$ cat config.mk
export PLATFORM = sky130hd
export DESIGN_NAME = audio_tone_arbiter
export DESIGN_NICKNAME = d
export VERILOG_FILES = /design/src/rtl/audio_tone_arbiter.sv
export SDC_FILE = /design/constraint.sdc
export NUM_CORES = 1
export LEC_CHECK = 0
export BUFFER_PORTS_ARGS = -buffer_cell sky130_fd_sc_hd__buf_2
export CELL_PAD_IN_SITES_DETAIL_PLACEMENT = 2
export CELL_PAD_IN_SITES_GLOBAL_PLACEMENT = 2
export CORE_MARGIN = 3
export CORE_UTILIZATION = 35
export DETAILED_ROUTE_END_ITERATION = 8
export GPL_TIMING_DRIVEN = 0
export HOLD_SLACK_MARGIN = 0.1
export PLACE_DENSITY_LB_ADDON = 0.2
export SLEW_MARGIN = 20
export SYNTH_ARGS = -nofsm -noshare
export SYNTH_HDL_FRONTEND = slang
export SYNTH_SLANG_ARGS = --single-unit
export TNS_END_PERCENT = 50
$ cat constraint.sdc
create_clock -name clk -period 4 [get_ports clk]
set_clock_uncertainty 0.1 [all_clocks]
set_input_delay 0.8 -clock clk [delete_from_list [all_inputs] [get_ports clk]]
set_output_delay 0.8 -clock clk [all_outputs]
set_load 0.05 [all_outputs]
$ cat src/rtl/audio_tone_arbiter.sv
// audio_tone_arbiter: shares one tone backend between the melody sequencer and the hit SFX via a ready-gated load handshake
module audio_tone_arbiter #(
    parameter int BEAT_CYCLES = 25_000_000,
    parameter int SFX_CYCLES  = 5_000_000
) (
    input  logic        clk,
    input  logic        rst,
    input  logic        hit,
    input  logic        en_music,
    input  logic        dac_ready,
    output logic [19:0] tone_div,
    output logic [2:0]  tone_vol,
    output logic [1:0]  tone_src,
    output logic        tone_load,
    output logic        busy
);
    localparam int BW = $clog2(BEAT_CYCLES + 1);
    localparam int SW = $clog2(SFX_CYCLES + 1);
    localparam logic [19:0] C5_DIV = 20'd95557;
    localparam logic [19:0] G5_DIV = 20'd63776;
    localparam logic [19:0] NOTE_DIV [8] = '{20'd0, 20'd191112, 20'd170265, 20'd151685,
                                             20'd143172, 20'd127551, 20'd113636, 20'd101239};
    localparam logic [2:0] MELODY [16] = '{3'd1, 3'd1, 3'd5, 3'd5, 3'd6, 3'd6, 3'd5, 3'd0,
                                           3'd4, 3'd4, 3'd3, 3'd3, 3'd2, 3'd2, 3'd1, 3'd0};

    typedef enum logic [1:0] {IDLE, NOTE1, NOTE2} sfx_state_t;

    sfx_state_t    state, state_nx;
    logic [SW-1:0] sfx_cnt, sfx_cnt_nx;
    logic [BW-1:0] beat_cnt;
    logic [3:0]    idx;
    logic          en_q;
    logic          sfx_last;
    logic [19:0]   sfx_div;
    logic [19:0]   des_div;
    logic [2:0]    des_vol;
    logic [1:0]    des_src;
    logic          change;

    // registered enable: melody tone appears one edge after en_music is sampled
    always_ff @(posedge clk or negedge rst) begin
        if (!rst) begin
            en_q     <= 1'b0;
            beat_cnt <= '0;
            idx      <= '0;
        end else begin
            en_q <= en_music;
            if (!en_q) begin
                beat_cnt <= '0;
                idx      <= '0;
            end else if (beat_cnt == BW'(BEAT_CYCLES - 1)) begin
                beat_cnt <= '0;
                idx      <= idx + 4'd1;
            end else begin
                beat_cnt <= beat_cnt + 1'b1;
            end
        end
    end

    always_ff @(posedge clk or negedge rst) begin
        if (!rst) begin
            state   <= IDLE;
            sfx_cnt <= '0;
        end else begin
            state   <= state_nx;
            sfx_cnt <= sfx_cnt_nx;
        end
    end

    // a hit always restarts the effect, even on the last cycle of NOTE2
    always_comb begin
        sfx_last   = sfx_cnt == SW'(SFX_CYCLES - 1);
        state_nx   = state;
        sfx_cnt_nx = sfx_cnt + 1'b1;
        if (hit) begin
            state_nx   = NOTE1;
            sfx_cnt_nx = '0;
        end else if (state == IDLE) begin
            sfx_cnt_nx = '0;
        end else if (sfx_last) begin
            state_nx   = state == NOTE1 ? NOTE2 : IDLE;
            sfx_cnt_nx = '0;
        end
    end

    always_comb begin
        busy    = state != IDLE;
        sfx_div = state == NOTE1 ? C5_DIV : G5_DIV;
    end

    always_comb begin
        des_div = busy ? sfx_div : en_q ? NOTE_DIV[MELODY[idx]] : 20'd0;
        des_vol = busy ? 3'd6 : en_q ? 3'd3 : 3'd0;
        des_src = busy ? 2'b10 : en_q ? 2'b01 : 2'b00;
        change  = {des_div, des_vol, des_src} != {tone_div, tone_vol, tone_src};
    end

    always_ff @(posedge clk or negedge rst) begin
        if (!rst) begin
            tone_div  <= '0;
            tone_vol  <= '0;
            tone_src  <= '0;
            tone_load <= 1'b0;
        end else begin
            tone_load <= dac_ready && change;
            if (dac_ready && change) begin
                tone_div <= des_div;
                tone_vol <= des_vol;
                tone_src <= des_src;
            end
        end
    end
endmodule

Yosys cells after proc, flatten, opt, wreduce, memory -nomap -nowiden:

Memory sizes are Yosys's and may differ from the RTL's.
Index checks and enable logic that the tools add are counted.
W data, S select, Z words.

* add/sub/neg operators: 3
* multiplexer cells: 22
* reductions and logical operators: 5
* order comparisons: 2
* equality and inequality tests: 6
* bitwise logic cells: 2

Operators by type and width (count)
* $mux W20: 4
* $mux W23: 3
* $mux W25: 2
* $add A25 B1 Y25 const B: 1
* $eq A25 B25 Y1 const B: 1
* $ne A25 B25 Y1: 1
* $add A23 B1 Y23 const B: 1
* $eq A23 B23 Y1 const B: 1
* $mux W17: 1
* $mux W2: 6
* $mux W3: 3
* $mux W4: 2
* $ge A5 B5 Y1 const B: 1
* $not A4 Y5: 1
* $add A4 B1 Y4 const B: 1
* $ge A4 B4 Y1 const B: 1
* $not A3 Y4: 1
* $reduce_bool A2 Y1: 2
* $eq A2 B1 Y1 const B: 1
* $logic_not A2 Y1: 1
* $ne A2 B1 Y1 const B: 1
* $ne A2 B2 Y1 const B: 1
* $reduce_and A2 Y1: 1
* $logic_and A1 B1 Y1: 1
* $mux W1: 1

* memories kept: 2
* memory bits (read-only): 208
* output and inout bits: 27
* register bits after elaboration: 81

Memories
* (name not given): depth 8, bits a word 20, read ports 1, clocked after Yosys merged registers in 0, wr ports 0, RTL line 92 `des_div = busy ? sfx_div : en_q ? NOTE_DIV[MELODY[idx]] : 20'd0;`
* (name not given): depth 16, bits a word 3, read ports 1, clocked after Yosys merged registers in 0, wr ports 0, RTL line 92

Logic depth before layout (Yosys ltp):

* depth in word-level cells: 12
* mapped depth: 15

Worst setup path before layout:

OpenSTA, ideal clock, no wires.

* path type: reg2reg
* start: register idx[2]
* end: register tone_div[12]
* setup time: 125 ps
* setup slack: 241 ps
* stages on the path, launching flop included: 15
* path buffers: 3
* data required time: 3775 ps
* arrival time: 3534 ps
* cell sequence: dfrtp_1 -> buf_6 -> inv_1 -> ha_1 -> mux2i_1 -> ha_1 -> o311a_1 -> o31ai_1 -> xnor2_1 -> o2111ai_1 -> or4_1 -> o41a_1 -> buf_6 -> buf_12 -> mux2_4

* longest elaborated chain between the ends: 12

Ends and longest elaborated chain
* start, declared: RTL line 31 `logic [3:0] idx;`
* start signal, assigned: RTL line 53 `idx <= idx + 4'd1;`
* $not A4 Y5 (implied by the code) *: RTL line 92
* $mem_v2 Z16 W3 *
* $mux W3 (implied by the code) * (2 in a row): RTL line 92
* $not A3 Y4 (implied by the code) *: RTL line 92
* $mem_v2 Z8 W20 *
* $mux W20 (implied by the code) * (2 in a row): RTL line 92
* $mux W20 * (2 in a row): RTL line 92
* $ne A25 B25 Y1: RTL line 95 `change = {des_div, des_vol, des_src} != {tone_div, tone_vol, tone_src};`
* $logic_and A1 B1 Y1: RTL line 106 `if (dac_ready && change) begin`
* end signal, assigned: RTL line 107 `tone_div <= des_div;`
* end, declared: RTL line 11 `output logic [19:0] tone_div,`

Mark *: on every way between the ends. The rest lies on a longest branch, timed or not. The select of a mux whose other input is x is not followed.
A chain may end at the register's enable or synchronous reset.

Worst setup path in the final report:

Ends and elaborated chain as after synthesis.

==> qor.txt <==
===========================================================================================
Die width                                                                            118 um
Count of distinct cell types in the synthesized netlist                                  58
TritonRoute pass-1 iters                                                                  4
Number of hold buffers added after cts                                                    0
Dominant synthesized flop cell                                                 sky130_fd_sc_hd__dfrtp_1
Number of storage elements in the synthesis netlist                                      77
Detailed-placement wirelength estimate                                              8.62 mm
Max-slew violations                                                                       0
Average footprint of a synthesized cell                                           9.65 um^2
Share of synthesized registers carrying an async set or reset                          100%
Layout filler cell count                                                               1308
Tightest slew margin relative to the limit                                            60.7%
Worst Setup End Kind                                                               register
Worst hold path class                                                          input pin to asynchronous set/reset pin
Most instantiated cells after synthesis                                        sky130_fd_sc_hd__dfrtp_1, sky130_fd_sc_hd__nor2_1, sky130_fd_sc_hd__nand2_1, sky130_fd_sc_hd__xor2_1, sky130_fd_sc_hd__nand3_1
Detailed-route wire length per cell                                                 17.7 um
Final antenna diode count                                                                 0
Post-detailed-placement cell area                                              0.00479 mm^2
RD Place Congestion                                                                   0.767
Final ANT Viol Nets                                                                       0
Net Sw Power                                                                       0.381 mW
Cell area after layout                                                         0.00512 mm^2
Max-cap violations                                                                        0
Total global routing track utilization                                                18.0%
Die area                                                                        0.0140 mm^2
Data arrival time of the worst path                                                 4.01 ns
Area contributors post-synth                                                   sky130_fd_sc_hd__dfrtp_1, sky130_fd_sc_hd__xor2_1, sky130_fd_sc_hd__nor2_1
Count of nets after finishing                                                           515
Detailed-route wire length                                                          11.8 mm
Crit start category                                                                register
Capture point of the worst reg-to-reg path                                     tone_div[12]
Largest driver fanout on the critical path                                               10
Htree depth                                                                               3
CTS sink cnt                                                                             77
Sequential cell fraction of total power                                               48.8%
FMAX                                                                                258 MHz
Mapped Cells                                                                            457
Cell type with the highest aggregate area in the netlist                       sky130_fd_sc_hd__dfrtp_1
Area fraction of the dominant cell type after synthesis                               43.7%
Status                                                                         complete, no violations
Vias in the first global route                                                         3959
Fin crit period                                                                     3.88 ns
Overall via count from detail_route                                                    3427
Worst-case register-to-register setup slack                                         0.12 ns
Fraction of the yosys area taken by sequential cells                                  43.7%
Routed vias/inst                                                                       5.11
Clock transition at the registers of the reported paths                             0.06 ns
Type of the worst setup path                                                   register to register
Total overflow reported by the global router                                              0
Maximum number of pins on one net before global-route repair                             53
Final period utilization                                                              96.9%
Count of buffers from port buffering                                                     28
Number of antenna violations at the first check in global routing                         0
Number of CTS-inserted buffers                                                            9
First element of the critical path                                                   idx[2]
Synth-to-layout area growth                                                           16.1%
Floorplan core area                                                             0.0122 mm^2
I/O pin total                                                                            32
CP required                                                                         4.13 ns
Pin slew with the least headroom to its limit                                      0.590 ns
Maximum clock insertion buffer count                                                      2
Starting density of the core                                                          36.2%
Total count of hold-check failures in the final report                                    0
Combinational share of power                                                           4.8%
Synthesized cell area                                                          0.00441 mm^2
Static leakage power                                                                2.23 nW
Capturing instance or port of the critical path                                tone_div[12]
Portion of total power attributed to the clock network                                46.5%
Area of the multi-input gates                                                  0.00228 mm^2
First-pass GRT wire length                                                          20.2 mm
Maximum resistive drop on vdd                                                      0.192 mV
Reg-to-Reg Start                                                                     idx[2]
Residual DRC                                                                              0
Net switching fraction of the power                                                   23.4%
Number of flops mapped to enable cells by yosys                                           0
Count of endpoints failing setup in the final report                                      0
Share of layout cells above drive strength 1                                          17.5%
Post-layout total power                                                             1.63 mW
Yosys warning total                                                                       0
Area taken by flip-flops and latches                                           0.00193 mm^2
Root buf cell                                                                  sky130_fd_sc_hd__clkbuf_16
Clock tree from TritonCTS                                                               yes
Internal power                                                                      1.24 mW
Most common cell in the netlist                                                sky130_fd_sc_hd__dfrtp_1
Die height                                                                           118 um
Worst Reg2Reg Path Length in Cells                                                       13
Number of rows in the core area                                                          40
Number of design-rule violations left by the first detailed-router iteration            118
Power density relative to cell area                                             318 mW/mm^2
Clk Latency, worst-skew pair                                                        0.35 ns
===========================================================================================
==> how the worst min path moves through the flow <==
stage	from	end	depth (start not counted)
floorplan	beat_cnt[0]	beat_cnt[0]	1
global placement	beat_cnt[0]	beat_cnt[0]	1
detailed placement	beat_cnt[0]	beat_cnt[0]	1
CTS	rst	sfx_cnt[20]	1
global route	rst	sfx_cnt[20]	1
finish	rst	sfx_cnt[20]	1
==> metal layers <==
metal	share of wire (%)	global-route usage (%)
met1	45	21.7
met2	51	31.4
met4	2.1	7.77
met3	2.2	3.11
met5	0	0
==> cells by family after synthesis <==
group	synth area share, %
and+or+nand+nor	21.5
DFF	43.7
xor gates and xnor gates	10.9
AOI/OAI and AO/OA	7.58
buffers and inverters	5.99
muxes	6.78
adders and majority gates	3.41
other	0.0851
==> layout make-up <==
type	instances	share of cell area [%]
multi-input combinational	336	44.5
sequential	77	37.7
clock buffer	14	4.96
tap	168	4.11
buffer	23	3.55
timing repair buffer	30	3.47
inverter	21	1.54
clock inverter	1	0.147
==> power groups by stage <==
stage          clock network, mW  logic (mW)  registers (mW)
5_1_grt                    0.810      0.0866           0.794
2_1_floorplan                  0      0.0394           0.810
3_5_place_dp                   0      0.0798           0.807
3_3_place_gp                   0      0.0744           0.806
6_report                   0.755      0.0777           0.793
4_1_cts                    0.781      0.0806           0.793
==> registers in the layout (all words and copies together), names as in the netlist <==
| signal | count |
|---|---|
| idx | 4 |
| tone_load | 1 |
| state | 2 |
| sfx_cnt | 23 |
| tone_div | 18 |
| tone_vol | 3 |
| en_q | 1 |
| beat_cnt | 25 |
==> cells in the final DEF (no fill, tap or decap), types with 3 or more instances in the layout <==
| cell | synthesis | final |
|---|---|---|
| sky130_fd_sc_hd__mux2_4 | 3 | 3 |
| sky130_fd_sc_hd__nand4_1 | 6 | 6 |
| sky130_fd_sc_hd__mux2i_1 | 13 | 10 |
| sky130_fd_sc_hd__nor4_1 | 6 | 6 |
| sky130_fd_sc_hd__clkbuf_16 | 0 | 9 |
| sky130_fd_sc_hd__and2_1 | 7 | 7 |
| sky130_fd_sc_hd__nor2_1 | 64 | 64 |
| sky130_fd_sc_hd__buf_2 | 1 | 28 |
| sky130_fd_sc_hd__nand3_1 | 25 | 25 |
| sky130_fd_sc_hd__mux2_2 | 11 | 11 |
| sky130_fd_sc_hd__nor2b_1 | 3 | 3 |
| sky130_fd_sc_hd__nor3_1 | 8 | 7 |
| sky130_fd_sc_hd__buf_4 | 4 | 6 |
| sky130_fd_sc_hd__xor2_1 | 34 | 34 |
| sky130_fd_sc_hd__or3_1 | 4 | 4 |
| sky130_fd_sc_hd__dfrtp_1 | 77 | 76 |
| sky130_fd_sc_hd__a21oi_1 | 14 | 14 |
| sky130_fd_sc_hd__o21ai_0 | 8 | 8 |
| sky130_fd_sc_hd__o31ai_4 | 1 | 3 |
| sky130_fd_sc_hd__inv_1 | 20 | 19 |
| sky130_fd_sc_hd__nand2_1 | 39 | 39 |
| sky130_fd_sc_hd__clkbuf_1 | 11 | 14 |
| sky130_fd_sc_hd__clkbuf_8 | 4 | 5 |
| sky130_fd_sc_hd__nand2b_1 | 4 | 3 |
| sky130_fd_sc_hd__ha_1 | 12 | 11 |
| sky130_fd_sc_hd__and3_1 | 15 | 15 |
| sky130_fd_sc_hd__xnor2_1 | 21 | 21 |
| sky130_fd_sc_hd__buf_6 | 3 | 3 |
==> critical path, cell delays in order, from the launching register on <==
cell	delay, ns
sky130_fd_sc_hd__dfrtp_1	0.42
sky130_fd_sc_hd__buf_6	0.16
sky130_fd_sc_hd__or3b_4	0.39
sky130_fd_sc_hd__and2_4	0.19
sky130_fd_sc_hd__ha_1	0.30
sky130_fd_sc_hd__o311a_1	0.15
sky130_fd_sc_hd__o31ai_4	0.24
sky130_fd_sc_hd__xnor2_1	0.15
sky130_fd_sc_hd__o2111ai_1	0.15
sky130_fd_sc_hd__or4_1	0.46
sky130_fd_sc_hd__o41a_1	0.44
sky130_fd_sc_hd__buf_6	0.15
sky130_fd_sc_hd__buf_12	0.15
sky130_fd_sc_hd__mux2_4	0.29
==> repair_timing <==
| item | CTS | global route |
|---|---|---|
| gates resized for setup | 5 | 9 |
| endpoints found under the setup margin | 16 | 15 |
| setup buffers | 1 | 0 |
| pin swaps | 0 | 1 |
==> metrics by stage <==
stage / setup WS [ns] / TNS [ns] / hold slack [ns] / utilization, % / cells
final: 0.123 / 0 / 0.264 / 42.1 / 670
after global routing: -0.00289 / -0.00404 / 0.286 / 42.1 / 670
after floorplan: 0.241 / 0 / 0.348 / - / 458
after global placement: -0.390 / -3.84 / 0.378 / 39.2 / 654
after CTS: 0.00581 / 0 / 0.274 / 41.8 / 671
after detailed placement: -0.484 / -5.40 / 0.382 / 39.4 / 655
Power figures use the tool's default switching activity.
